File: config.mk
export PLATFORM = sky130hd
export DESIGN_NAME = ex_mem_stage_flat
export DESIGN_NICKNAME = d
export VERILOG_FILES = /design/src/rtl/ex_mem_stage_if.sv /design/src/rtl/ex_mem_stage.sv /design/src/flat_wrapper.sv
export SDC_FILE = /design/constraint.sdc
export NUM_CORES = 1
export LEC_CHECK = 0
export ABC_CLOCK_PERIOD_IN_PS = 2620
export BUFFER_PORTS_ARGS = -buffer_cell sky130_fd_sc_hd__buf_2
export CORE_MARGIN = 5
export CORE_UTILIZATION = 50
export DETAILED_ROUTE_END_ITERATION = 7
export PLACE_DENSITY = 0.74
export SETUP_SLACK_MARGIN = 0.2
export SYNTH_ARGS = -nofsm -noshare
export SYNTH_HDL_FRONTEND = slang
export SYNTH_SLANG_ARGS = --single-unit
File: constraint.sdc
create_clock -name clk -period 2.62 [get_ports clk]
set_input_delay 0.393 -clock clk [delete_from_list [all_inputs] [get_ports clk]]
set_output_delay 0.393 -clock clk [all_outputs]
set_load 0.005 [all_outputs]
File: src/rtl/ex_mem_stage_if.sv
// Execute-to-memory handshake and payload bundle for ex_mem_stage.
// slave: the stage itself (consumes execute side, drives memory side).
// master: the surrounding pipeline (drives execute side, consumes memory side).
interface ex_mem_stage_if #(
    parameter int unsigned DWIDTH = 32,
    parameter int unsigned AWIDTH = 32
) ();
    // Execute side
    logic              ex_valid_i;
    logic              ex_ready_o;
    logic [AWIDTH-1:0] pc_i;
    logic [DWIDTH-1:0] res_i;
    logic [DWIDTH-1:0] rs2_i;
    logic [4:0]        rd_i;
    logic [6:0]        opcode_i;
    logic [2:0]        funct3_i;
    logic              regwren_i;
    logic              brtaken_i;
    // Memory side
    logic              mem_valid_o;
    logic              mem_ready_i;
    logic [AWIDTH-1:0] mem_pc_o;
    logic [DWIDTH-1:0] mem_alu_o;
    logic [DWIDTH-1:0] mem_data_o;
    logic [4:0]        mem_rd_o;
    logic [6:0]        mem_opcode_o;
    logic [2:0]        mem_funct3_o;
    logic              mem_regwren_o;

    modport slave (
        input  ex_valid_i, pc_i, res_i, rs2_i, rd_i, opcode_i, funct3_i,
               regwren_i, brtaken_i, mem_ready_i,
        output ex_ready_o, mem_valid_o, mem_pc_o, mem_alu_o, mem_data_o,
               mem_rd_o, mem_opcode_o, mem_funct3_o, mem_regwren_o
    );

    modport master (
        output ex_valid_i, pc_i, res_i, rs2_i, rd_i, opcode_i, funct3_i,
               regwren_i, brtaken_i, mem_ready_i,
        input  ex_ready_o, mem_valid_o, mem_pc_o, mem_alu_o, mem_data_o,
               mem_rd_o, mem_opcode_o, mem_funct3_o, mem_regwren_o
    );
endinterface

File: src/rtl/ex_mem_stage.sv
// EX/MEM pipeline stage: 2-entry skid buffer toward memory, registered PC
// redirect for taken control flow, link-value substitution for JAL/JALR and
// squashing of the wrong-path instructions accepted after a redirect.
// Optional build macro EXMEM_MISALIGN_CHECK_EN adds misalign_o and suppresses
// redirects to targets that are not 4-byte aligned.
module ex_mem_stage #(
    parameter int unsigned DWIDTH       = 32,
    parameter int unsigned AWIDTH       = 32,
    parameter int unsigned SQUASH_DEPTH = 2
) (
    input  logic              clk,
    input  logic              reset,
    ex_mem_stage_if.slave     bus,
    output logic              redirect_o,
    output logic [AWIDTH-1:0] redirect_pc_o
`ifdef EXMEM_MISALIGN_CHECK_EN
    ,
    output logic              misalign_o
`endif
);

    localparam int unsigned CNT_W = 3;

    localparam logic [6:0] OPCODE_BRANCH = 7'b1100011;
    localparam logic [6:0] OPCODE_JAL    = 7'b1101111;
    localparam logic [6:0] OPCODE_JALR   = 7'b1100111;

    typedef struct packed {
        logic [AWIDTH-1:0] pc;
        logic [DWIDTH-1:0] alu;
        logic [DWIDTH-1:0] data;
        logic [4:0]        rd;
        logic [6:0]        opcode;
        logic [2:0]        funct3;
        logic              regwren;
    } entry_t;

    entry_t            r_main;
    entry_t            r_skid;
    logic              r_main_valid;
    logic              r_skid_valid;
    logic [CNT_W-1:0]  r_sq_cnt;
    logic              r_redirect;
    logic [AWIDTH-1:0] r_redirect_pc;

    logic   w_accept;
    logic   w_keep;
    logic   w_fire;
    logic   w_is_jump;
    logic   w_is_cf;
    logic   w_trigger;
    logic   w_misalign;
    entry_t w_entry;

    // Handshake decode; ready depends only on registered skid occupancy
    assign bus.ex_ready_o  = !r_skid_valid;
    assign w_accept        = bus.ex_valid_i && !r_skid_valid;
    assign w_keep          = w_accept && (r_sq_cnt == '0);
    assign w_fire          = r_main_valid && bus.mem_ready_i;

    assign w_is_jump = (bus.opcode_i == OPCODE_JAL) || (bus.opcode_i == OPCODE_JALR);
    assign w_is_cf   = w_is_jump || (bus.opcode_i == OPCODE_BRANCH);
    assign w_trigger = w_keep && bus.brtaken_i && w_is_cf;

`ifdef EXMEM_MISALIGN_CHECK_EN
    assign w_misalign = w_trigger && (bus.res_i[1:0] != 2'b00);
`else
    assign w_misalign = 1'b0;
`endif

    // Entry as it will be stored: link value for jumps, write enable killed on misaligned target
    always_comb begin
        w_entry         = '0;
        w_entry.pc      = bus.pc_i;
        w_entry.alu     = w_is_jump ? DWIDTH'(bus.pc_i + AWIDTH'(4)) : bus.res_i;
        w_entry.data    = bus.rs2_i;
        w_entry.rd      = bus.rd_i;
        w_entry.opcode  = bus.opcode_i;
        w_entry.funct3  = bus.funct3_i;
        w_entry.regwren = bus.regwren_i && !w_misalign;
    end

    // Skid buffer: main feeds memory, skid catches the one entry accepted while main is stalled
    always_ff @(posedge clk) begin
        if (reset) begin
            r_main       <= '0;
            r_skid       <= '0;
            r_main_valid <= 1'b0;
            r_skid_valid <= 1'b0;
        end else if (!r_main_valid || w_fire) begin
            if (r_skid_valid) begin
                r_main       <= r_skid;
                r_main_valid <= 1'b1;
                r_skid_valid <= 1'b0;
            end else if (w_keep) begin
                r_main       <= w_entry;
                r_main_valid <= 1'b1;
            end else begin
                r_main_valid <= 1'b0;
            end
        end else if (w_keep) begin
            r_skid       <= w_entry;
            r_skid_valid <= 1'b1;
        end
    end

    // Squash counter: reload on redirect, count down only on accepted (dropped) entries
    always_ff @(posedge clk) begin
        if (reset) begin
            r_sq_cnt <= '0;
        end else if (w_trigger) begin
            r_sq_cnt <= CNT_W'(SQUASH_DEPTH);
        end else if (w_accept && (r_sq_cnt != '0)) begin
            r_sq_cnt <= r_sq_cnt - CNT_W'(1);
        end
    end

    // One-cycle redirect pulse; target held until the next redirect
    always_ff @(posedge clk) begin
        if (reset) begin
            r_redirect    <= 1'b0;
            r_redirect_pc <= '0;
        end else begin
            r_redirect <= w_trigger && !w_misalign;
            if (w_trigger && !w_misalign) begin
                r_redirect_pc <= AWIDTH'(bus.res_i);
            end
        end
    end

`ifdef EXMEM_MISALIGN_CHECK_EN
    logic r_misalign;

    // Misaligned-target flag pulses in place of the suppressed redirect
    always_ff @(posedge clk) begin
        if (reset) begin
            r_misalign <= 1'b0;
        end else begin
            r_misalign <= w_misalign;
        end
    end

    assign misalign_o = r_misalign;
`endif

    assign redirect_o        = r_redirect;
    assign redirect_pc_o     = r_redirect_pc;
    assign bus.mem_valid_o   = r_main_valid;
    assign bus.mem_pc_o      = r_main.pc;
    assign bus.mem_alu_o     = r_main.alu;
    assign bus.mem_data_o    = r_main.data;
    assign bus.mem_rd_o      = r_main.rd;
    assign bus.mem_opcode_o  = r_main.opcode;
    assign bus.mem_funct3_o  = r_main.funct3;
    assign bus.mem_regwren_o = r_main.regwren;

endmodule

File: src/flat_wrapper.sv
// flat-port wrapper written by rule: the top's interface ports become plain ports
module ex_mem_stage_flat 
#(
    parameter int unsigned DWIDTH       = 32,
    parameter int unsigned AWIDTH       = 32,
    parameter int unsigned SQUASH_DEPTH = 2
)
  (clk, reset, redirect_o, redirect_pc_o, bus_ex_valid_i, bus_pc_i, bus_res_i, bus_rs2_i, bus_rd_i, bus_opcode_i, bus_funct3_i, bus_regwren_i, bus_brtaken_i, bus_mem_ready_i, bus_ex_ready_o, bus_mem_valid_o, bus_mem_pc_o, bus_mem_alu_o, bus_mem_data_o, bus_mem_rd_o, bus_mem_opcode_o, bus_mem_funct3_o, bus_mem_regwren_o);
  ex_mem_stage_if #(.DWIDTH(DWIDTH), .AWIDTH(AWIDTH)) bus_i ();
  input  logic clk;
  input  logic reset;
  output logic redirect_o;
  output logic [AWIDTH-1:0] redirect_pc_o;
  input wire logic [$bits(bus_i.ex_valid_i)-1:0] bus_ex_valid_i;
  input wire logic [$bits(bus_i.pc_i)-1:0] bus_pc_i;
  input wire logic [$bits(bus_i.res_i)-1:0] bus_res_i;
  input wire logic [$bits(bus_i.rs2_i)-1:0] bus_rs2_i;
  input wire logic [$bits(bus_i.rd_i)-1:0] bus_rd_i;
  input wire logic [$bits(bus_i.opcode_i)-1:0] bus_opcode_i;
  input wire logic [$bits(bus_i.funct3_i)-1:0] bus_funct3_i;
  input wire logic [$bits(bus_i.regwren_i)-1:0] bus_regwren_i;
  input wire logic [$bits(bus_i.brtaken_i)-1:0] bus_brtaken_i;
  input wire logic [$bits(bus_i.mem_ready_i)-1:0] bus_mem_ready_i;
  output wire logic [$bits(bus_i.ex_ready_o)-1:0] bus_ex_ready_o;
  output wire logic [$bits(bus_i.mem_valid_o)-1:0] bus_mem_valid_o;
  output wire logic [$bits(bus_i.mem_pc_o)-1:0] bus_mem_pc_o;
  output wire logic [$bits(bus_i.mem_alu_o)-1:0] bus_mem_alu_o;
  output wire logic [$bits(bus_i.mem_data_o)-1:0] bus_mem_data_o;
  output wire logic [$bits(bus_i.mem_rd_o)-1:0] bus_mem_rd_o;
  output wire logic [$bits(bus_i.mem_opcode_o)-1:0] bus_mem_opcode_o;
  output wire logic [$bits(bus_i.mem_funct3_o)-1:0] bus_mem_funct3_o;
  output wire logic [$bits(bus_i.mem_regwren_o)-1:0] bus_mem_regwren_o;
  assign bus_i.ex_valid_i = bus_ex_valid_i;
  assign bus_i.pc_i = bus_pc_i;
  assign bus_i.res_i = bus_res_i;
  assign bus_i.rs2_i = bus_rs2_i;
  assign bus_i.rd_i = bus_rd_i;
  assign bus_i.opcode_i = bus_opcode_i;
  assign bus_i.funct3_i = bus_funct3_i;
  assign bus_i.regwren_i = bus_regwren_i;
  assign bus_i.brtaken_i = bus_brtaken_i;
  assign bus_i.mem_ready_i = bus_mem_ready_i;
  assign bus_ex_ready_o = bus_i.ex_ready_o;
  assign bus_mem_valid_o = bus_i.mem_valid_o;
  assign bus_mem_pc_o = bus_i.mem_pc_o;
  assign bus_mem_alu_o = bus_i.mem_alu_o;
  assign bus_mem_data_o = bus_i.mem_data_o;
  assign bus_mem_rd_o = bus_i.mem_rd_o;
  assign bus_mem_opcode_o = bus_i.mem_opcode_o;
  assign bus_mem_funct3_o = bus_i.mem_funct3_o;
  assign bus_mem_regwren_o = bus_i.mem_regwren_o;
  ex_mem_stage #(.DWIDTH(DWIDTH), .AWIDTH(AWIDTH), .SQUASH_DEPTH(SQUASH_DEPTH)) u_core (.clk(clk), .reset(reset), .bus(bus_i), .redirect_o(redirect_o), .redirect_pc_o(redirect_pc_o));
endmodule
# Yosys cells after proc, flatten, opt, wreduce, memory -nomap -nowiden
# Cells that the tools add are included.
[totals] ff_bits=262 output_inout_bits=147 wordCells=52
[classes] add_sub_neg=2 eq_ne=3 n_mux=7 bitwise=1 reduce_logical=19
[ops] cell="$mux W112" n=2
[ops] cell="$add A32 B3 Y32 const B" n=1
[ops] cell="$mux W32" n=1
[ops] cell="$eq A7 B7 Y1 const B" n=3
[ops] cell="$logic_and A1 B1 Y1" n=6
[ops] cell="$mux W2" n=2
[ops] cell="$reduce_and A2 Y1" n=2
[ops] cell="$reduce_bool A2 Y1" n=2
[ops] cell="$reduce_or A2 Y1" n=2
[ops] cell="$logic_not A3 Y1" n=1
[ops] cell="$logic_or A1 B1 Y1" n=3
[ops] cell="$reduce_bool A3 Y1" n=1
[ops] cell="$sub A3 B1 Y3 const B" n=1
[ops] cell="$logic_not A1 Y1" n=2
[ops] cell="$mux W1" n=2
[ops] cell="$not A1 Y1" n=1

# Longest topological paths before layout
[logic_depth] depth_word=6 mapped_depth=9 ltp_nobuf=8

# Least setup slack after synthesis
# Ideal clock, no wire load.
[synth_timing] kind="input port to flip-flop" startpoint="input port bus_pc_i[4]" endpoint="register u_core.r_main, in the netlist u_core.bus.mem_alu_o[26]" setup_ns=0.132 t_arrival_ns=1.994 required_time_ns=2.488 slack_ns=0.494 path_stages=8 path_cell_list="buf_2 -> nand4_4 -> or3_1 -> buf_6 -> nor4_1 -> xor2_1 -> o311ai_0 -> a21oi_1"
[synth_via] elab_chain_len=4
[synth_lines] element="from (decl)" line_no="flat_wrapper.sv:15" source="input wire logic [$bits(bus_i.pc_i)-1:0] bus_pc_i;"
[synth_lines] element="$add A32 B3 Y32" line_no="ex_mem_stage.sv:75" source="w_entry.alu = w_is_jump ? DWIDTH'(bus.pc_i + AWIDTH'(4)) : bus.res_i;"
[synth_lines] element="$mux W32" line_no="ex_mem_stage.sv:75"
[synth_lines] element="$mux W112" line_no="ex_mem_stage.sv:95" source="end else if (w_keep) begin"
[synth_lines] element="$mux W112" line_no="ex_mem_stage.sv:91" source="if (r_skid_valid) begin"
[synth_lines] element="to (signal assigned)" line_no="ex_mem_stage.sv:92" source="r_main <= r_skid;"
[synth_lines] element="to (signal assigned)" line_no="ex_mem_stage.sv:96" source="r_main <= w_entry;"
[synth_lines] element="to (decl)" line_no="ex_mem_stage.sv:38" source="entry_t r_main;"
# No other way between the ends. The select of a mux whose other input is x is not followed.
# A chain may end at the register's enable or synchronous reset.

# Worst setup path after layout
[layout_timing] startpoint="register u_core.r_sq_cnt[0]" endpoint="register u_core.r_main, in the netlist u_core.bus.mem_alu_o[11]"
[layout_via] elab_chain_len=4
[layout_lines] element="from (decl)" line_no="ex_mem_stage.sv:42" source="logic [CNT_W-1:0] r_sq_cnt;"
[layout_lines] element="from (signal assigned)" line_no="ex_mem_stage.sv:112" source="r_sq_cnt <= CNT_W'(SQUASH_DEPTH);"
[layout_lines] element="from (signal assigned)" line_no="ex_mem_stage.sv:114" source="r_sq_cnt <= r_sq_cnt - CNT_W'(1);"
[layout_lines] element="$logic_not A3 Y1" line_no="ex_mem_stage.sv:58" source="assign w_keep = w_accept && (r_sq_cnt == '0);"
[layout_lines] element="$logic_and A1 B1 Y1" line_no="ex_mem_stage.sv:58"
[layout_lines] element="$reduce_bool A2 Y1 (no source line)"
[layout_lines] element="$reduce_and A2 Y1 (no source line)"
# No other way between the ends.

==> summary.md <==
| Metric | Value |
|---|---|
| Placer Congestion | 0.845 |
| CTS max path bufs | 3 |
| Max_cap viols | 0 |
| Hold Fails Final Rpt | 0 |
| WS Path Type | reg2reg |
| Register area share after synthesis | 46.9% |
| Slowest cell on the critical path | or2_2 |
| Mapped Cells | 1356 |
| Die height | 160 um |
| DR vias | 10.2k |
| H-tree depth | 1 |
| Async set-or-reset flop fraction in the synthesized netlist | 0% |
| Core area | 22000 um2 |
| Clock root buffer | clkbuf_16 |
| CTS Sinks | 262 |
| Psw | 4.36 mW |
| First-pass GRT wire length | 50.6 mm |
| Initial antenna violation count | 2 |
| CTS tree | built |
| Most frequent cells in the layout | nand2_1 (269), buf_2 (262), dfxtp_1 (261) |
| Initial DRC Count | 739 |
| Slew @ Worst Pin | 1.03 ns |
| Status | finished clean |
| Site row count | 54 |
| Total global routing overflow | 0 |
| Total number of yosys warnings | 0 |
| GR Util All Layers | 23.7% |
| Cell variety after synth | 62 |
| Largest net degree at the start of global routing | 92 |
| Cts-stage hold buffer count | 0 |
| P per Cell Area | 971 nW/um2 |
| Mapped cell area | 11200 um2 |
| Nets | 1681 |
| Post-route DRC | 0 |
| Rel. slew slack | 31.1% |
| Slowest stage delay, CP | 0.47 ns |
| Top Family by Delay on Critical Path | simple AND/OR/NAND/NOR gates |
| Clk_lat worst skew | 0.54 ns |
| Area Growth Syn to Fin | 22.8% |
| Die width | 160 um |
| Final TNS setup | 0 ns |
| Combinational Power Share | 29.2% |
| Max Fclk | 0.445 GHz |
| CP endpoint kind | flop |
| Avg Inst Size Synth | 8.25 um2 |
| Post-synth EDFFs | 0 |
| Hpwl dp | 22.2 mm |
| Setup WS pre-CTS | 0.124 ns |
| Sw frac | 32.7% |
| Most common cell after layout, fill and taps aside | nand2_1 |
| R2R setup slack | 0.37 ns |
| Share of cells above drive strength 1 | 22.9% |
| CTS buffer count | 28 |
| Clk slew on worst S/H paths | 0.06 ns |
| Setup Buffers After CTS | 0 |
| Minimum clock period | 2.25 ns |
| Synthesized flop and latch total | 262 |
| Clock network power share | 31.2% |
| Crit path required time | 3.07 ns |
| Worst clock skew | 0.0148 ns |
| ANT nets after route | 0 |
| Die ar. | 25500 um2 |
| Drt first pass iters | 5 |
| FILL cells | 1957 |
| CP Cell Sequence | inv_1 > ha_1 > nor2b_1 > a21oi_1 > or2_2 > buf_12 > a21oi_1 > o21a_1 > nor3_1 |
| Cts repair resizes | 0 |
| Crit share post-route | 85.8% |
| Initial core utilization | 50.9% |
| Vias in the first global route | 9357 |
| RSZ-0062 raised after global routing | no |
| Internal | 8.97 mW |
| Synth Flop Type | dfxtp_1 |
| Syn_nets | 1476 |
| I/O Buffers | 263 |
| Crit path max fanout | 14 |
| Leak pwr | 5.41 nW |
| VDD IR max | 590 uV |
| Routed WL per cell | 17.3 um |
| Routed WL | 32.2 mm |
| PnR worst setup slack | 0.372 ns |
| Max-slew violations | 0 |
| Hold Crit Class | in2reg |
| Crit path buf inv count | 2 |
| Vias per cell | 5.49 |
| CP Data Arrival Time | 2.70 ns |
| Sequential Power Share | 39.6% |
| Most common cell type on the critical path | a21oi_1 |
| Startpoint types | flop |
| IO Count | 264 |
| Setup violators final | 0 |
-- state kept, by name, indices dropped and copies added, names as in the netlist --
signal / flops
u_core.bus.mem_opcode_o: 7
u_core.bus.mem_funct3_o: 3
u_core.bus.mem_data_o: 32
u_core.r_skid_valid: 1
u_core.bus.mem_valid_o: 1
u_core.r_sq_cnt: 3
u_core.bus.mem_rd_o: 5
u_core.redirect_pc_o: 32
u_core.bus.mem_pc_o: 32
u_core.bus.mem_regwren_o: 1
u_core.r_skid: 112
u_core.redirect_o: 1
u_core.bus.mem_alu_o: 32
-- cell families after synthesis --
kind of cell             count (synthesis)  synth area share (%)
AND/OR/NAND/NOR                        529                  20.1
AO/OA/AOI/OAI                          326                  18.4
flip-flops                             262                  46.9
buffers and inverters                  122                  4.32
multiplexers                            87                  7.79
XOR/XNOR                                27                  2.11
adder cells (fa/ha/maj)                  3                 0.336
-- through the flow --
step	hold slack (ns)	power [mW]	utilization [%]	cells	cell area [um2]
floorplan	0.427	7.61	-	1356	11200
global placement	0.436	9.14	58.0	1811	12700
detailed placement	0.441	9.25	58.0	1811	12700
global route	0.0921	14.1	62.5	1864	13700
CTS	0.0822	13.4	62.5	1863	13700
finish	0.0987	13.3	62.5	1864	13700
-- cells in the mapped netlist (all sizes together), types with 2 or more instances --
library cell,n,share of area [%]
nor3b,3,0.20
xnor2,17,1.3
xor2,10,0.78
o21ai,18,0.81
a21o,3,0.20
and3,5,0.29
o211ai,5,0.34
clkbuf,94,3.2
a21oi,153,6.8
nor2b,2,0.11
nand2,270,9.1
a211oi,111,7.6
mux2i,87,7.8
nor2,177,5.9
and2,3,0.17
or3,4,0.27
nand4,11,0.81
a31oi,3,0.17
a311oi,6,0.47
nor4,7,0.66
nand3,16,0.72
nor3,20,1.1
nand3b,2,0.13
ha,3,0.34
a22oi,6,0.40
and4,2,0.16
buf,21,0.86
or2,3,0.17
o21a,2,0.13
dfxtp,262,47
a211o,8,0.64
inv,6,0.20
-- routing by layer --
metal / GRT usage [%] / routed length (um) / up-vias
met2: 37.8 / 14500 / 351
met1: 32.8 / 14600 / 4729
met4: 6.35 / 722 / 2
met3: 4.84 / 2370 / 56
li1: - / - / 5098
met5: 0 / 13 / -
-- power by group through the flow --
stage               sequential (mW)  clock [mW]  combinational, mW
detailed placement             5.35           0               3.90
floorplan                      5.37           0               2.23
finish                         5.27        4.16               3.89
CTS                            5.27        4.24               3.94
global placement               5.32           0               3.82
global route                   5.37        4.42               4.32
-- worst paths after layout --
path,startpoint,to,depth (start not counted)
max,u_core.r_sq_cnt[0],u_core.bus.mem_alu_o[11],9
min,bus_rs2_i[0],u_core.r_skid[16],3
min reg2reg,u_core.bus.mem_alu_o[1],u_core.bus.mem_alu_o[1],2
max reg2reg,u_core.r_sq_cnt[0],u_core.bus.mem_alu_o[11],9
-- worst register-to-register path, stage by stage, from the launching register on --
cell and delay, ns:
dfxtp_1 0.35, inv_1 0.07, ha_1 0.23, nor2b_1 0.16
a21oi_1 0.36, or2_2 0.47, buf_12 0.21, a21oi_1 0.05
o21a_1 0.13, nor3_1 0.15
-- final cells by class --
cell class	instances	area, um2	share of cell area, %
multi-input combinational	972	5500	40.0
sequential	262	5250	38.2
timing repair buffer	291	1620	11.8
clock buffer	41	852	6.21
tap	280	350	2.55
clock inverter	11	136	0.993
inverter	6	22.5	0.164
antenna	1	2.50	0.0182
Note: power is estimated with default switching activity, not from simulation.
